[config.mk]
export PLATFORM = sky130hd
export DESIGN_NAME = collision_detect
export DESIGN_NICKNAME = d
export VERILOG_FILES = /design/src/rtl/collision_detect.sv
export SDC_FILE = /design/constraint.sdc
export NUM_CORES = 1
export LEC_CHECK = 0
export BUFFER_PORTS_ARGS = -buffer_cell sky130_fd_sc_hd__buf_4
export CAP_MARGIN = 10
export CORE_MARGIN = 2
export CORE_UTILIZATION = 40
export CTS_BUF_LIST = sky130_fd_sc_hd__clkbuf_8
export CTS_CLUSTER_DIAMETER = 60
export DETAILED_ROUTE_END_ITERATION = 7
export HOLD_SLACK_MARGIN = 0.15
export SETUP_SLACK_MARGIN = 0.05
export SLEW_MARGIN = 5
export SYNTH_ARGS = -nofsm -noshare
export SYNTH_HDL_FRONTEND = slang
export SYNTH_SLANG_ARGS = --single-unit
[constraint.sdc]
create_clock -name clk -period 6 [get_ports clk]
set_input_delay 1.2 -clock clk [delete_from_list [all_inputs] [get_ports clk]]
set_output_delay 1.2 -clock clk [all_outputs]
set_load 0.05 [all_outputs]
[src/rtl/collision_detect.sv]
// collision_detect: per-axis wall/obstacle push/freeze code for the ball position integrator.
// Latency: tick sampled at edge 0; collision and done update at edge NUM_OBS+2.
// Backpressure: none; a tick arriving while busy is dropped, never queued.
// Ports: clk, rst (synchronous, active-high), tick, position_x/y (unsigned), velocity_x/y
//   (two's complement) in; obs_addr out / obs_data in (table read, data valid one cycle later);
//   collision[3:0] ({y code, x code}), busy, done out.
// Build option: define COLLIDE_HOLD_EN to hold each axis code for HOLD_TICKS ticks after
//   its last detection; without it collision is just the latest scan result.
module collision_detect #(
  parameter int BOARD_W    = 640,
  parameter int BOARD_H    = 480,
  parameter int BALL_R     = 8,
  parameter int NUM_OBS    = 8,
  parameter int HOLD_TICKS = 4,
  localparam int AW        = $clog2(NUM_OBS)
) (
  input  logic          clk,
  input  logic          rst,
  input  logic          tick,
  input  logic [10:0]   position_x,
  input  logic [10:0]   position_y,
  input  logic [10:0]   velocity_x,
  input  logic [10:0]   velocity_y,
  output logic [AW-1:0] obs_addr,
  input  logic [43:0]   obs_data,
  output logic [3:0]    collision,
  output logic          busy,
  output logic          done
);

  typedef enum logic [1:0] {IDLE, WALL, SCAN, RESOLVE} state_t;

  typedef struct packed {
    logic        ovl;  // box overlaps [a0,a1] on this axis
    logic [1:0]  dir;  // push code if this axis is chosen
    logic [11:0] pen;  // penetration depth
  } axis_t;

  localparam logic [11:0] R12  = 12'(BALL_R);
  localparam logic [11:0] XMAX = 12'(BOARD_W - 1);
  localparam logic [11:0] YMAX = 12'(BOARD_H - 1);

  if (NUM_OBS < 2 || NUM_OBS > 64 || (NUM_OBS & (NUM_OBS - 1)) != 0 || HOLD_TICKS < 1)
  begin : g_bad_cfg
    $error("collision_detect: NUM_OBS must be a power of two in 2..64, HOLD_TICKS >= 1");
  end

  state_t          state_q, state_d;
  logic [10:0]     px_q, px_d, py_q, py_d;
  logic [10:0]     vx_q, vx_d, vy_q, vy_d;
  logic [AW-1:0]   k_q, k_d;
  logic [1:0]      fx_q, fx_d, fy_q, fy_d;
  logic [1:0][1:0] coll_q, coll_d;
  logic            done_q, done_d;

  // ---------------------------------------------------------------------------
  // Wall test on the latched position/velocity.
  // ---------------------------------------------------------------------------
  logic [11:0] px12, py12;
  logic [1:0]  wall_fx, wall_fy;

  assign px12 = {1'b0, px_q};
  assign py12 = {1'b0, py_q};

  always_comb begin
    wall_fx = 2'b00;
    wall_fy = 2'b00;
    if (px12 <= R12 && vx_q[10])                 wall_fx = wall_fx | 2'b10;
    if (px12 + R12 >= XMAX && !vx_q[10] && |vx_q) wall_fx = wall_fx | 2'b01;
    if (py12 <= R12 && vy_q[10])                 wall_fy = wall_fy | 2'b10;
    if (py12 + R12 >= YMAX && !vy_q[10] && |vy_q) wall_fy = wall_fy | 2'b01;
  end

  // ---------------------------------------------------------------------------
  // Obstacle test for the entry currently on obs_data (12-bit unsigned math).
  // ---------------------------------------------------------------------------
  function automatic axis_t axis_eval(input logic [10:0] p, input logic [10:0] a0,
                                      input logic [10:0] a1);
    axis_t       r;
    logic [11:0] p12, b0, b1, lo, hi, lo_edge, hi_edge, mid;
    p12     = {1'b0, p};
    b0      = {1'b0, a0};
    b1      = {1'b0, a1};
    lo      = (p12 >= R12) ? p12 - R12 : 12'd0;  // clamp at the board origin
    hi      = p12 + R12;
    hi_edge = (hi < b1) ? hi : b1;
    lo_edge = (lo > b0) ? lo : b0;
    mid     = (b0 + b1) >> 1;
    r.ovl   = (hi >= b0) && (lo <= b1);
    r.pen   = hi_edge - lo_edge;
    r.dir   = (p12 < mid) ? 2'b01 : 2'b10;
    return r;
  endfunction

  axis_t      ex, ey;
  logic       obs_hit;
  logic [1:0] obs_fx, obs_fy;

  assign ex      = axis_eval(px_q, obs_data[43:33], obs_data[21:11]);
  assign ey      = axis_eval(py_q, obs_data[32:22], obs_data[10:0]);
  assign obs_hit = (obs_data[43:33] <= obs_data[21:11]) && ex.ovl && ey.ovl;

  // Shallower axis wins; an exact tie flags both axes.
  always_comb begin
    obs_fx = 2'b00;
    obs_fy = 2'b00;
    if (obs_hit) begin
      if (ex.pen <= ey.pen) obs_fx = ex.dir;
      if (ey.pen <= ex.pen) obs_fy = ey.dir;
    end
  end

  // ---------------------------------------------------------------------------
  // FSM: state register
  // ---------------------------------------------------------------------------
  always_ff @(posedge clk) begin
    if (rst) begin
      state_q <= IDLE;
      px_q    <= '0;
      py_q    <= '0;
      vx_q    <= '0;
      vy_q    <= '0;
      k_q     <= '0;
      fx_q    <= '0;
      fy_q    <= '0;
      coll_q  <= '0;
      done_q  <= 1'b0;
    end else begin
      state_q <= state_d;
      px_q    <= px_d;
      py_q    <= py_d;
      vx_q    <= vx_d;
      vy_q    <= vy_d;
      k_q     <= k_d;
      fx_q    <= fx_d;
      fy_q    <= fy_d;
      coll_q  <= coll_d;
      done_q  <= done_d;
    end
  end

  // ---------------------------------------------------------------------------
  // FSM: next-state logic
  // ---------------------------------------------------------------------------
  always_comb begin
    state_d = state_q;
    case (state_q)
      IDLE:    if (tick) state_d = WALL;
      WALL:    state_d = SCAN;
      SCAN:    if (k_q == AW'(NUM_OBS - 1)) state_d = RESOLVE;
      RESOLVE: state_d = IDLE;
      default: state_d = IDLE;
    endcase
  end

  // ---------------------------------------------------------------------------
  // FSM: datapath / output logic
  // ---------------------------------------------------------------------------
  logic [1:0][1:0] res;
  assign res = {fy_q, fx_q};

`ifdef COLLIDE_HOLD_EN
  localparam int          HW       = $clog2(HOLD_TICKS + 1);
  localparam logic [HW-1:0] HOLD_MAX = HW'(HOLD_TICKS);
  logic [1:0][HW-1:0] hold_q, hold_d;

  always_ff @(posedge clk) begin
    if (rst) hold_q <= '0;
    else     hold_q <= hold_d;
  end
`endif

  always_comb begin
    px_d   = px_q;
    py_d   = py_q;
    vx_d   = vx_q;
    vy_d   = vy_q;
    k_d    = k_q;
    fx_d   = fx_q;
    fy_d   = fy_q;
    coll_d = coll_q;
    done_d = 1'b0;
`ifdef COLLIDE_HOLD_EN
    hold_d = hold_q;
`endif
    case (state_q)
      IDLE: begin
        if (tick) begin
          px_d = position_x;
          py_d = position_y;
          vx_d = velocity_x;
          vy_d = velocity_y;
          fx_d = 2'b00;
          fy_d = 2'b00;
        end
      end
      WALL: begin
        fx_d = fx_q | wall_fx;
        fy_d = fy_q | wall_fy;
        k_d  = '0;
      end
      SCAN: begin
        // Opposing pushes on one axis OR together into 11 (freeze).
        fx_d = fx_q | obs_fx;
        fy_d = fy_q | obs_fy;
        k_d  = k_q + AW'(1);
      end
      RESOLVE: begin
        done_d = 1'b1;
`ifdef COLLIDE_HOLD_EN
        for (int a = 0; a < 2; a++) begin
          if (res[a] != 2'b00) begin
            coll_d[a] = res[a];
            hold_d[a] = HOLD_MAX;
          end else if (hold_q[a] != '0) begin
            hold_d[a] = hold_q[a] - HW'(1);  // keep previous code
          end else begin
            coll_d[a] = 2'b00;
          end
        end
`else
        coll_d = res;
`endif
      end
      default: ;
    endcase
  end

  // Address runs one entry ahead so obs_data for entry k arrives in SCAN cycle k.
  assign obs_addr  = (state_q == SCAN) ? k_q + AW'(1) : '0;
  assign collision = coll_q;
  assign busy      = (state_q != IDLE);
  assign done      = done_q;

endmodule
==> impl_metrics.json <==
{
  "status": "finished clean",
  "min_period_ps": 5870,
  "place_area_um2": 10000,
  "hold_viol_final": 0,
  "yosys_register_bits": 58,
  "dr.pass1.iters": 5,
  "clk_transition_reported_paths_ps": 70,
  "dp_slack_ps": -240,
  "arrival_ps": 6120,
  "fin_nets": 1515,
  "fin_crit_sh": 0.978,
  "finalMaxSlewViolations": 0,
  "grt_max_degree": 57,
  "rrSetupSlack_ps": 130,
  "dieArea_um2": 21700,
  "yosysUniqueCellTypes": 73,
  "maxSlewHeadroom": 0.471,
  "synth_top_area_frac": 0.273,
  "setup_tns_ps": 0,
  "grt_pass1_vias": 7837,
  "drtAntennaViolNets": 0,
  "syn_nets": 1312,
  "cts_buffers": 9,
  "num_rows": 52,
  "drc": 0,
  "nFillCells": 1984,
  "worst_slew_pin_slew_ps": 783,
  "port_buffers": 99,
  "diodes": 0,
  "synthFlopType": "dfxtp_1",
  "cp.required_ps": 6250,
  "wl_mm": 24.1,
  "yosysTopAreaCell": "ha_1",
  "clock_tree.root_cell": "clkbuf_8",
  "layout-drive-gt1-share": 0.274,
  "viasPerCell": 5.34,
  "start_util": 0.407,
  "cp_max_fo": 7,
  "io_pins": 100,
  "rr_startpoint": "px_q[6]$_SDFFE_PP0P_",
  "postLayoutCoreUtil": 0.528,
  "power_leakage_uw": 0.00525,
  "hold_start": "vy_q[3]$_SDFFE_PP0P_",
  "syn_inst": 1038,
  "max-clock-path-buffers": 2,
  "crit_path_start": "px_q[6]$_SDFFE_PP0P_",
  "synth_edf_count": 0,
  "r2r-end": "fy_q[0]$_SDFFE_PP0P_",
  "holdCritPathClass": "reg2reg",
  "slowest_delay_ps": 470,
  "fin_ws_ps": 133,
  "grt_pass1_wl_mm": 38.8,
  "cts.sinks": 58,
  "synth_area_per_cell_um2": 7.91,
  "gp_congestion": 0.965,
  "fin_skew_ps": 6.62,
  "ys_top_cells_by_area": "ha_1, dfxtp_1, a21oi_1, nand2_1, mux2i_1",
  "ff2ff_path_depth": 30,
  "rsz0062_at_grt": "true",
  "crit_path_top_delay_cell": "or4b_1",
  "finalSetupViolations": 0,
  "num_vias": 8095,
  "power_density_nw_per_um2": 445,
  "async_reset_ff_frac": 0,
  "fmax_mhz": 170,
  "maxCapViolCount": 0,
  "yosys_warnings": 0,
  "path_class": "reg2reg",
  "htreeDepth": 3,
  "min_delay_path_depth": 2,
  "core-area_um2": 20200,
  "die_w_um": 147,
  "stdcell_area_um2": 10600,
  "seq_area_frac_synth": 0.141,
  "start_kind": "register",
  "drt-initial-drc-count": 412,
  "grt_usage": 0.219,
  "power_uw": 4730,
  "dp_hpwl_mm": 19.8,
  "cts_tree": "built",
  "insertion_delay_ps": 340,
  "die_h_um": 147,
  "area_growth_pct": 29.6,
  "vdd_ir_drop_max_v": 0.000337,
  "netlist_area_um2": 8220,
  "grt_overflow_total": 0,
  "antenna_found_initial": 0,
  "holdPathEnd": "vy_q[3]$_SDFFE_PP0P_",
  "cp-end-kind": "register",
  "avgRoutedWirePerCell_um": 15.9
}
==> worst max-delay path by stage <==
stage | cells past startpoint | slack [ps] | endpoint
floorplan | 30 | 60 | fy_q[0]$_SDFFE_PP0P_
global placement | 27 | -110 | fy_q[0]$_SDFFE_PP0P_
detailed placement | 27 | -240 | fy_q[0]$_SDFFE_PP0P_
CTS | 26 | 70 | fy_q[0]$_SDFFE_PP0P_
global route | 28 | -260 | fy_q[0]$_SDFFE_PP0P_
finish | 30 | 130 | fy_q[0]$_SDFFE_PP0P_
==> power by group <==
group	switching, uW	total, uW	internal, uW	leakage [uW]
Combinational	1990	3800	1820	0.00465
Sequential	56.9	511	454	0.000477
Clock	152	419	267	0.000119
==> sequential cells by signal (all words and copies together), names as in the netlist <==
register / count
collision: 4
done: 1
fx_q: 2
fy_q: 2
k_q: 3
px_q: 11
py_q: 11
state_q: 2
vx_q: 11
vy_q: 11
==> area by class of cell <==
| type | instances | area, um^2 | area share |
|---|---|---|---|
| inverters | 74 | 278 | 0.0261 |
| clock inverters | 4 | 72.6 | 0.00682 |
| multi-input cells | 869 | 6870 | 0.645 |
| flip-flops and latches | 58 | 1170 | 0.110 |
| repair buffers | 229 | 1750 | 0.164 |
| clock buffers | 12 | 165 | 0.0155 |
| well taps | 270 | 338 | 0.0317 |
==> cells by family after synthesis <==
logic type      Yosys count  synth area share
mux                      55            0.0702
compound gates          256             0.198
simple gates            320             0.192
fa+ha+maj               187             0.287
xor+xnor                 51            0.0544
buf+inv                 111            0.0564
flops                    58             0.141
==> placed cells by master, fill, tap and decap left out, types with 7 or more instances in the layout <==
cell,instances
mux2i_1,33
nor4_1,11
o21a_1,12
dfxtp_1,53
nand2_1,127
nand4_1,13
a21oi_1,101
and3_1,7
xor2_1,19
clkbuf_8,12
nand2b_1,13
ha_1,170
o21bai_1,7
nor3_1,18
buf_6,8
xnor2_1,28
o31ai_1,7
buf_4,221
nor2_1,42
a21o_1,22
a21oi_2,7
mux2_2,20
nor2b_1,17
nand3_1,23
o21ai_0,28
inv_1,71
==> layer usage <==
metal | GRT usage | part of all wire
met1 | 0.308 | 0.48
met5 | 0 | 0
met4 | 0.0519 | 0.013
met2 | 0.357 | 0.46
met3 | 0.0289 | 0.050
==> per-stage QoR <==
stage | hold WS [ps] | cells
after detailed placement | 450 | 1487
after global routing | 474 | 1516
final | 455 | 1516
after CTS | 459 | 1507
after floorplan | 433 | 1038
after global placement | 445 | 1487
==> critical path, delay by kind of cell, from the launching register on <==
| kind | cells | cell delay [ps] |
|---|---|---|
| and+or+nand+nor | 8 | 1630 |
| muxes | 2 | 310 |
| adders and majority gates | 4 | 1010 |
| DFF | 1 | 340 |
| AOI/OAI and AO/OA | 13 | 2080 |
| buffers and inverters | 3 | 390 |
==> synthesized netlist by cell type, drive strengths merged (7+ instances only) <==
cell type  instances
nand2            128
mux2              21
xnor2             30
o21ai             37
and3               9
clkbuf            26
a21o              22
mux2i             34
inv               74
ha               179
nor3              24
dfxtp             58
nor4              12
buf               11
nand3             24
a211oi             8
xor2              21
o21a              12
a21oi            109
o31ai              7
o21bai             7
nor2              45
nand4             13
nand2b            13
nor2b             18
==> what timing repair did <==
item | 4_1_cts | 5_1_grt
endpoints found under the hold margin | 0 | 0
hold buffers | 0 | 0
cloned | 0 | 0
endpoints found under the setup margin | 1 | 4
resized for setup | 14 | 61
buffers inserted | 4 | 9
pin swaps | 12 | 29
Power figures use the tool's default switching activity.
